$ cat src/rtl/cpu_pkg.sv
// Shared definitions for the hardwired control unit: opcode constants, IR field
// layout, sequencer states and the opcode classification / ALU-code helpers.
package cpu_pkg;

  localparam logic [4:0] OP_ADD  = 5'b00011;
  localparam logic [4:0] OP_SUB  = 5'b00100;
  localparam logic [4:0] OP_AND  = 5'b00101;
  localparam logic [4:0] OP_OR   = 5'b00110;
  localparam logic [4:0] OP_SHR  = 5'b00111;
  localparam logic [4:0] OP_SHL  = 5'b01000;
  localparam logic [4:0] OP_ROR  = 5'b01001;
  localparam logic [4:0] OP_ROL  = 5'b01010;
  localparam logic [4:0] OP_DIV  = 5'b01111;
  localparam logic [4:0] OP_MUL  = 5'b10000;
  localparam logic [4:0] OP_NOP  = 5'b11010;
  localparam logic [4:0] OP_HALT = 5'b11011;

  typedef enum logic [3:0] {
    S_IDLE, S_T0, S_T1, S_T2, S_T3, S_T4, S_T5, S_T6, S_HALT
  } state_t;

  typedef enum logic [2:0] {
    CLS_ALU, CLS_MULDIV, CLS_NOP, CLS_HALT, CLS_ILLEGAL
  } op_class_t;

  // Upper 17 bits of IR; the low 15 bits are not used by this sequencer.
  typedef struct packed {
    logic [4:0] op;
    logic [3:0] ra;
    logic [3:0] rb;
    logic [3:0] rc;
  } ir_fields_t;

  function automatic op_class_t classify(input logic [4:0] op);
    op_class_t cls;
    case (op)
      OP_ADD, OP_SUB, OP_AND, OP_OR,
      OP_SHR, OP_SHL, OP_ROR, OP_ROL: cls = CLS_ALU;
      OP_DIV, OP_MUL:                 cls = CLS_MULDIV;
      OP_NOP:                         cls = CLS_NOP;
      OP_HALT:                        cls = CLS_HALT;
      default:                        cls = CLS_ILLEGAL;
    endcase
    return cls;
  endfunction

  // The ALU select code equals the opcode for every op that reaches the ALU.
  function automatic logic [4:0] alu_code(input logic [4:0] op);
    op_class_t cls;
    cls = classify(op);
    return (cls == CLS_ALU || cls == CLS_MULDIV) ? op : 5'd0;
  endfunction

endpackage

$ cat src/rtl/reg_decoder_4to16.sv
// 4-to-16 one-hot decoder with enable; drives register load/drive strobes.
module reg_decoder_4to16 (
  input  logic [3:0]  sel,
  input  logic        en,
  output logic [15:0] onehot
);

  always_comb begin
    onehot = '0;
    if (en) onehot[sel] = 1'b1;
  end

endmodule

$ cat src/rtl/control_unit.sv
// Hardwired T0-T6 sequencer: fetches through MAR/MDR, decodes IR and emits
// Moore-style datapath strobes for ALU, MUL/DIV, NOP and HALT instructions.
module control_unit
  import cpu_pkg::*;
#(
  parameter int TIMEOUT = 16
) (
  input  logic        clock,
  input  logic        clear,
  input  logic        run,
  input  logic        stop,
  input  logic        mem_ready,
  input  logic [31:0] ir,
  output logic [15:0] Rin,
  output logic [15:0] Rout,
  output logic        PCout,
  output logic        incPC,
  output logic        MARin,
  output logic        read,
  output logic        MDRin,
  output logic        MDRout,
  output logic        IRin,
  output logic        Yin,
  output logic        Zin,
  output logic        ZLowOut,
  output logic        ZHighOut,
  output logic        HIin,
  output logic        LOin,
  output logic [4:0]  opcode,
  output logic        running,
  output logic        halted,
  output logic        illegal,
  output logic        bus_err,
  output logic [31:0] instr_count
);

  localparam int WAIT_W = $clog2(TIMEOUT + 1);

  state_t             state, next_state;
  ir_fields_t         f;
  op_class_t          cls;
  logic [WAIT_W-1:0]  wait_cnt;
  logic               retire, set_illegal, set_bus_err;
  logic               rin_en, rout_en;
  logic [3:0]         rout_sel;
  logic               unused_ir_low;

  assign f             = ir[31:15];
  assign cls           = classify(f.op);
  assign unused_ir_low = ^ir[14:0];

  always_ff @(posedge clock or posedge clear) begin
    if (clear) state <= S_IDLE;
    else       state <= next_state;
  end

  // NOTE: every always_comb output gets a default first so no latch is inferred.
  always_comb begin
    next_state  = state;
    retire      = 1'b0;
    set_illegal = 1'b0;
    set_bus_err = 1'b0;
    case (state)
      S_IDLE, S_HALT: if (run && !stop) next_state = S_T0;
      S_T0: next_state = S_T1;
      S_T1: begin
        if (mem_ready) begin
          next_state = S_T2;
        end else if (wait_cnt == WAIT_W'(TIMEOUT - 1)) begin
          next_state  = S_HALT;
          set_bus_err = 1'b1;
        end
      end
      S_T2: next_state = S_T3;
      S_T3: begin
        case (cls)
          CLS_NOP: begin
            retire     = 1'b1;
            next_state = stop ? S_HALT : S_T0;
          end
          CLS_HALT: begin
            retire     = 1'b1;
            next_state = S_HALT;
          end
          CLS_ILLEGAL: begin
            set_illegal = 1'b1;
            next_state  = S_HALT;
          end
          default: next_state = S_T4;
        endcase
      end
      S_T4: next_state = S_T5;
      S_T5: begin
        if (cls == CLS_MULDIV) begin
          next_state = S_T6;
        end else begin
          retire     = 1'b1;
          next_state = stop ? S_HALT : S_T0;
        end
      end
      S_T6: begin
        retire     = 1'b1;
        next_state = stop ? S_HALT : S_T0;
      end
      default: next_state = S_IDLE;
    endcase
  end

  always_comb begin
    PCout    = 1'b0;
    incPC    = 1'b0;
    MARin    = 1'b0;
    read     = 1'b0;
    MDRin    = 1'b0;
    MDRout   = 1'b0;
    IRin     = 1'b0;
    Yin      = 1'b0;
    Zin      = 1'b0;
    ZLowOut  = 1'b0;
    ZHighOut = 1'b0;
    HIin     = 1'b0;
    LOin     = 1'b0;
    opcode   = 5'd0;
    rin_en   = 1'b0;
    rout_en  = 1'b0;
    rout_sel = f.rb;
    case (state)
      S_T0: begin
        PCout = 1'b1;
        MARin = 1'b1;
        incPC = 1'b1;
      end
      S_T1: begin
        read  = 1'b1;
        MDRin = mem_ready;
      end
      S_T2: begin
        MDRout = 1'b1;
        IRin   = 1'b1;
      end
      S_T3: begin
        if (cls == CLS_ALU || cls == CLS_MULDIV) begin
          rout_en = 1'b1;
          Yin     = 1'b1;
        end
      end
      S_T4: begin
        rout_en  = 1'b1;
        rout_sel = f.rc;
        Zin      = 1'b1;
        opcode   = alu_code(f.op);
      end
      S_T5: begin
        ZLowOut = 1'b1;
        if (cls == CLS_MULDIV) LOin   = 1'b1;
        else                   rin_en = 1'b1;
      end
      S_T6: begin
        ZHighOut = 1'b1;
        HIin     = 1'b1;
      end
      default: ;
    endcase
  end

  assign running = (state == S_T0) || (state == S_T1) || (state == S_T2) ||
                   (state == S_T3) || (state == S_T4) || (state == S_T5) ||
                   (state == S_T6);
  assign halted  = (state == S_HALT);

  reg_decoder_4to16 u_rin_dec (
    .sel    (f.ra),
    .en     (rin_en),
    .onehot (Rin)
  );

  reg_decoder_4to16 u_rout_dec (
    .sel    (rout_sel),
    .en     (rout_en),
    .onehot (Rout)
  );

  // NOTE: sequential state uses non-blocking assignments so all flops update together.
  always_ff @(posedge clock or posedge clear) begin
    if (clear) begin
      wait_cnt    <= '0;
      illegal     <= 1'b0;
      bus_err     <= 1'b0;
      instr_count <= '0;
    end else begin
      // Counts cycles spent in T1; zero on every T1 entry.
      wait_cnt <= (state == S_T1) ? wait_cnt + WAIT_W'(1) : '0;
      if (set_illegal) illegal <= 1'b1;
      if (set_bus_err) bus_err <= 1'b1;
      if (retire)      instr_count <= instr_count + 32'd1;
    end
  end

endmodule

$ cat config.mk
export PLATFORM = sky130hd
export DESIGN_NAME = control_unit
export DESIGN_NICKNAME = d
export VERILOG_FILES = /design/src/rtl/cpu_pkg.sv /design/src/rtl/reg_decoder_4to16.sv /design/src/rtl/control_unit.sv
export SDC_FILE = /design/constraint.sdc
export NUM_CORES = 1
export LEC_CHECK = 0
export ABC_AREA = 1
export BUFFER_PORTS_ARGS = -buffer_cell sky130_fd_sc_hd__buf_2
export CORE_ASPECT_RATIO = 0.9
export CORE_MARGIN = 1
export CORE_UTILIZATION = 45
export CTS_CLUSTER_SIZE = 40
export DETAILED_ROUTE_END_ITERATION = 8
export PLACE_DENSITY = 0.73
export SLEW_MARGIN = 20
export SYNTH_ARGS = -nofsm -noshare
export SYNTH_HDL_FRONTEND = slang
export SYNTH_SLANG_ARGS = --single-unit
$ cat constraint.sdc
create_clock -name clock -period 1.85 [get_ports clock]
set_input_delay 0.2775 -clock clock [delete_from_list [all_inputs] [get_ports clock]]
set_output_delay 0.2775 -clock clock [all_outputs]
set_load 0.005 [all_outputs]
=== After elaboration in Yosys (flattened, before gate mapping) ===
Memories as Yosys holds them, arrays and structs flattened.
Index checks and enable logic that the tools add are counted.

* Mux-type cells: 39
* Equal/unequal tests: 16
* Magnitude comparators: 4
* $add $sub $neg: 2
* Reduce and logical (&&, ||, !) cells: 19

{| class="wikitable"
|+ Operator list
! cell !! count
|-
| adder 32 x 1 -> 32 bit (second input constant) || 1
|-
| 2-to-1 mux 16 bit || 2
|-
| one-hot mux 4 bit (8 select lines) || 1
|-
| 2-to-1 mux 4 bit || 6
|-
| 2-to-1 mux 1 bit || 21
|-
| equality test 4 x 3 -> 1 bit (second input constant) || 4
|-
| 2-to-1 mux 5 bit || 3
|-
| less-than comparator 4 x 5 -> 1 bit (second input constant) || 2
|-
| demux 1 bit (select 4 bit) || 2
|-
| equality test 4 x 2 -> 1 bit (second input constant) || 2
|-
| greater-or-equal comparator 4 x 1 -> 1 bit (second input constant) || 2
|-
| logical OR 1 bit || 8
|-
| one-hot mux 4 bit (2 select lines) || 1
|-
| equality test 3 x 1 -> 1 bit (second input constant) || 2
|-
| equality test 3 x 2 -> 1 bit (second input constant) || 2
|-
| logical NOT 3 bit || 2
|-
| OR reduction 2 bit || 3
|-
| adder 5 x 1 -> 5 bit (second input constant) || 1
|-
| equality test 5 x 4 -> 1 bit (second input constant) || 1
|-
| equality test 4 x 1 -> 1 bit (second input constant) || 1
|-
| equality test 4 bit (second input constant) || 1
|-
| logical NOT 4 bit || 1
|-
| equality test 3 bit (second input constant) || 1
|-
| logical AND 1 bit || 3
|-
| 7 further kinds || 7
|}

* Logic and storage cells: 87
* Register bits: 43
* Memories kept: 2
* Output and inout port bits: 86
* ROM bits: 192
* Input bits: 37

{| class="wikitable"
|+ Memories
! name !! words !! bits a word !! read ports !! clocked after Yosys merged registers in !! write ports !! RTL line !! source
|-
| (no name shown) || 32 || 3 || 1 || 0 || 0 || cpu_pkg.sv:36 || <nowiki>case (op)</nowiki>
|-
| (no name shown) || 32 || 3 || 1 || 0 || 0 || cpu_pkg.sv:36 ||
|}

=== Longest topological paths before layout ===
* Depth in word-level cells: 7
* Gate-level depth with buffers: 12
* Gate-level depth less buffers: 12

=== Modules after synthesis ===
Synthesis repeated with hierarchy kept, for this count alone.

* Cells, all modules: 482
* Area, all modules: 3083.0 um2

{| class="wikitable"
|+ By module, submodules not included
! module !! instances !! seq. area each (um2) !! area each (um2) !! cells an instance
|-
| control_unit || 1 || 1076.0 || 2846.5 || 422
|-
| reg_decoder_4to16 at u_rout_dec || 1 || 0.0 || 126.4 || 32
|-
| reg_decoder_4to16 at u_rin_dec || 1 || 0.0 || 110.1 || 28
|}

=== Worst setup path before layout ===
No wires, ideal clock.

* Path type: register to register
* From: register instr_count[0]
* To: register instr_count[18]
* Data arrival time: 1591 ps
* Data required time: 1733 ps
* Setup time: 117 ps
* Cell stages (with the launch flop): 13
* Clock period less this slack: 1708 ps
* Buffers on the path: 0
* Slack: 142 ps
* Path through: dfrtp_1 > ha_1 > nand2_1 > nor2_2 > nand2_2 > nor2_2 > inv_2 > nor2_2 > inv_1 > nor2_1 > nand2_1 > nand2_1 > nand2_1

* Word-level cells in the longest chain between the ends: 1

{| class="wikitable"
|+ Ends and longest elaborated chain
! element !! RTL line !! source
|-
| start: declaration || control_unit.sv:34 || <nowiki>output logic [31:0] instr_count</nowiki>
|-
| start signal: assignment || control_unit.sv:195 || <nowiki>if (retire) instr_count <= instr_count + 32'd1;</nowiki>
|-
| adder 32 x 1 -> 32 bit || control_unit.sv:195 ||
|}

No other way between the ends.
A chain may end at the register's enable or synchronous reset.

=== Worst setup path after layout ===
* From: register state[1]
* To: output Rout[8]

* Word-level cells in the longest chain between the ends: 7
* Elaborated cells between the ends (all ways): 10
* Those cells by class: order compare (2); eq/ne (2); mux (5); reduce/logical (1)

{| class="wikitable"
|+ Ends and longest elaborated chain
! element !! RTL line !! source
|-
| start: declaration || control_unit.sv:39 || <nowiki>state_t state, next_state;</nowiki>
|-
| start signal: assignment || control_unit.sv:54 || <nowiki>else state <= next_state;</nowiki>
|-
| equality test 4 x 3 -> 1 bit || control_unit.sv:127 || <nowiki>case (state)</nowiki>
|-
| 2-to-1 mux 4 bit || control_unit.sv:127 ||
|-
| less-than comparator 4 x 5 -> 1 bit (not written as such) or greater-or-equal comparator 4 x 1 -> 1 bit (tied branches) || reg_decoder_4to16.sv:10 || <nowiki>if (en) onehot[sel] = 1'b1;</nowiki>
|-
| logical AND 1 bit (not written as such) || reg_decoder_4to16.sv:10 ||
|-
| 2-to-1 mux 1 bit (not written as such) || reg_decoder_4to16.sv:10 ||
|-
| demux 1 bit (select 4 bit) || -- ||
|-
| 2-to-1 mux 16 bit * || reg_decoder_4to16.sv:10 ||
|-
| end: declaration || control_unit.sv:15 || <nowiki>output logic [15:0] Rout,</nowiki>
|}

Every way passes the cells marked *; elsewhere a longest branch is shown, timed or not.

==> impl_results.md <==
* DP Cell Count at roughly 690
* Hold Fails Final Rpt at 0
* Asr flop ratio synth at 1.00
* GRT Util Overall at 0.232
* Buf+Inv Stages, Crit Path at 4
* Max FO, Critical Path at 6
* R2R cell count at 11
* Global route hottest layer: met2
* Register area share after synthesis at 0.338
* Register Area at about 1100 um2
* Pleak at ~2.4 nW
* Slew HR at 0.494
* Critical setup path kind: reg -> out
* Design Power at about 3.5 mW
* Final core utilization at 0.678
* DP HPWL at approximately 6600 um
* R2r setup slk at ~0.06 ns
* Area taken by multi-input logic gates at 2020 um2
* Initial antenna violation count at 0
* Vias in the first global route at 3104
* Min-Delay Path Class: in -> async
* Final std cells w/o fill at around 720
* IO buf count at around 110
* # IOs at about 120
* ANT cells at 0
* Setup TNS at -7.16 ns
* Core area at between 6000 and 7000 um2
* Post-Syn Nets at 521
* Worst-path clk slew at approximately 0.080 ns
* Root buffer cell: clkbuf_8
* Critical path's most frequent cell: buf_6
* CP startpoint kind: register
* Post-Syn Area at ~3200 um2
* Synth Area per Inst at around 6.6 um2
* Routed Antenna Nets at 0
* Final worst-path cycle share at 1.15
* Synth Warn # at 0
* GR Layer Usage met1 at 0.328
* Cell area after placement at around 3900 um2
* Worst slew pin tran at about 0.75 ns
* Synth Instances at a little under 500
* Outcome: finished with violations
* Row count at 28
* Critical Path Max Stage Delay at approximately 0.41 ns
* CTS buffer count at 5
* Critical Path Sink Type: primary output
* Skew final at a little under 0.008 ns
* Stages on the worst setup path at 8
* Post-route DRC violation count at 0
* GRT overflow at 0
* Top cell family by delay on the critical path: buffers and inverters
* Routability Congestion at around 0.93
* CP endpoint: Rout[8]
* Max Cap Viol at 0
* Vias per cell at 5.11
* Drt first pass iters at 5
* Largest net degree at the start of global routing at 36
* Fin crit period at approximately 2.1 ns
* Fin. max-slew vios at 0
* PD cells at 771 nW/um2
* Post-synth EDFFs at 0
* Global Route met2 Usage at 0.377
* Reg-to-reg critical path startpoint: state[3]
* CTS tree: built
* Slowest CP cell: dfrtp_1
* Max Clk Rate at 0.470 GHz
* Worst setup startpoint: state[1]
* Peak VDD IR at roughly 0.76 mV
* #FFs+latches synth at 43
* Clk buf depth at 2
* Die area at roughly 7400 um2
* Initial DRC Count at approximately 180
* Wire per inst at 13.2 um
* Via count at approximately 3700
* Die height at 81.7 um
* Post-cts hold buffer count at 0
* Die width at around 91 um
* Area Overhead vs Synth at 42.7%
* CP cell instances: buf_6 > nor3_4 > buf_6 > inv_8 > o21ai_4 > nand3_4 > nor2_1 > buf_2
* First-pass GRT wire length at ~14000 um
* Critical path arrival at about 1.9 ns
* H-tree Lvls at 2
* Ys flop type: dfrtp_1
* RSZ-0062 raised after global routing: yes
* Routed WL at approximately 9500 um
* Post-place setup slack at 0.0178 ns
* CP required at about 1.6 ns
* Final Cell Area at roughly 4500 um2
* RR Endpoint: instr_count[13]
* Worst-skew pair later-pin latency at 0.30 ns
* Failing checks: setup timing
* Share of layout cells above drive strength 1 at 0.369
* Final WS setup at -0.277 ns
* Final setup fails at 39
* Final #Nets at between 600 and 700
* Distinct cells, synth at 32
* Starting Density at 0.475
* Met3 Track Usage GR at 0.0389
* Clock sink count at 43
* Hold WS at roughly 0.012 ns
* Final-layout fill cell count at 589
-- routing by layer --
| layer | wire (um) | vias to the layer above | share of wire |
|---|---|---|---|
| li1 | - | 1805 | - |
| met4 | 116 | 0 | 0.012 |
| met5 | 0 | - | 0 |
| met2 | 4470 | 145 | 0.47 |
| met1 | 4220 | 1701 | 0.45 |
| met3 | 668 | 11 | 0.070 |
-- kinds of logic (layout without fill, tap and decap cells) --
kind of cell / count (synthesis) / after routing / share of synthesized area
AND/OR/NAND/NOR: 313 / 313 / 0.437
adder cells (fa/ha/maj): 3 / 3 / 0.0118
buffers and inverters: 73 / 218 / 0.104
flip-flops: 43 / 43 / 0.338
AO/OA/AOI/OAI: 37 / 37 / 0.0732
XOR/XNOR: 12 / 12 / 0.0354
-- how the worst min path moves through the flow --
stage | start | endpoint | slack (ns) | depth (start not counted)
after global placement | clear | instr_count[20] | 0.34 | 2
after detailed placement | clear | instr_count[20] | 0.35 | 2
after global routing | clear | instr_count[20] | 0.06 | 2
final | clear | instr_count[12] | 0.01 | 2
after floorplan | wait_cnt[0] | wait_cnt[0] | 0.43 | 1
after CTS | clear | instr_count[12] | 0.03 | 2
-- Yosys cell counts (4+ instances only) --
| library cell | number | share of area |
|---|---|---|
| o21ai_1 | 15 | 0.024 |
| nand4_1 | 7 | 0.014 |
| inv_1 | 53 | 0.063 |
| buf_6 | 5 | 0.018 |
| o21ai_0 | 9 | 0.014 |
| nand2_1 | 141 | 0.17 |
| buf_4 | 4 | 0.0094 |
| nand2_2 | 4 | 0.0079 |
| nand3_1 | 26 | 0.041 |
| inv_2 | 8 | 0.0094 |
| xor2_1 | 8 | 0.022 |
| a21oi_1 | 5 | 0.0079 |
| dfrtp_1 | 43 | 0.34 |
| nand3_2 | 6 | 0.019 |
| nand3b_1 | 7 | 0.017 |
| or2_2 | 5 | 0.0098 |
| nor2_1 | 85 | 0.10 |
| nor2_2 | 4 | 0.0079 |
| nor3_1 | 23 | 0.036 |
-- final cells by class --
type	count	area share
well taps	90	0.0248
inverters	63	0.0566
clock inverters	1	0.00110
flip-flops and latches	43	0.237
multi-input cells	365	0.446
repair buffers	147	0.217
clock buffers	7	0.0168
-- report_power, final --
group / switching (mW) / leakage (nW) / internal (mW) / total, mW
combinational: 0.960 / 1.72 / 0.797 / 1.76
clock: 0.328 / 0.0422 / 0.266 / 0.594
sequential: 0.0948 / 0.586 / 1.05 / 1.15
-- sequential cells by signal, indices dropped and copies added (netlist names) --
signal / count
illegal: 1
instr_count: 32
wait_cnt: 5
bus_err: 1
state: 4
-- cell usage in the layout, fill, tap and decap left out, types with 3 or more instances in the layout --
master / n
a21oi_1: 5
buf_12: 4
buf_2: 105
buf_4: 24
buf_6: 11
clkbuf_16: 3
clkbuf_8: 5
dfrtp_1: 43
ha_1: 3
inv_1: 45
inv_2: 12
nand2_1: 136
nand2_2: 5
nand2_4: 4
nand3_1: 22
nand3_2: 3
nand3_4: 7
nand3b_1: 7
nand4_1: 7
nor2_1: 68
nor2_2: 15
nor2_4: 6
nor3_1: 16
nor3_2: 6
nor3_4: 5
o21ai_0: 8
o21ai_1: 16
o21ai_4: 5
or2_2: 3
xnor2_1: 3
xor2_1: 8
-- repair_timing --
action                                  CTS  global route
cloned                                    0             4
buffers inserted                         10            12
gates resized for setup                  25            60
pin swaps                                14            21
endpoints found under the setup margin   41            73
No activity file was read; power rests on OpenSTA's default activity.
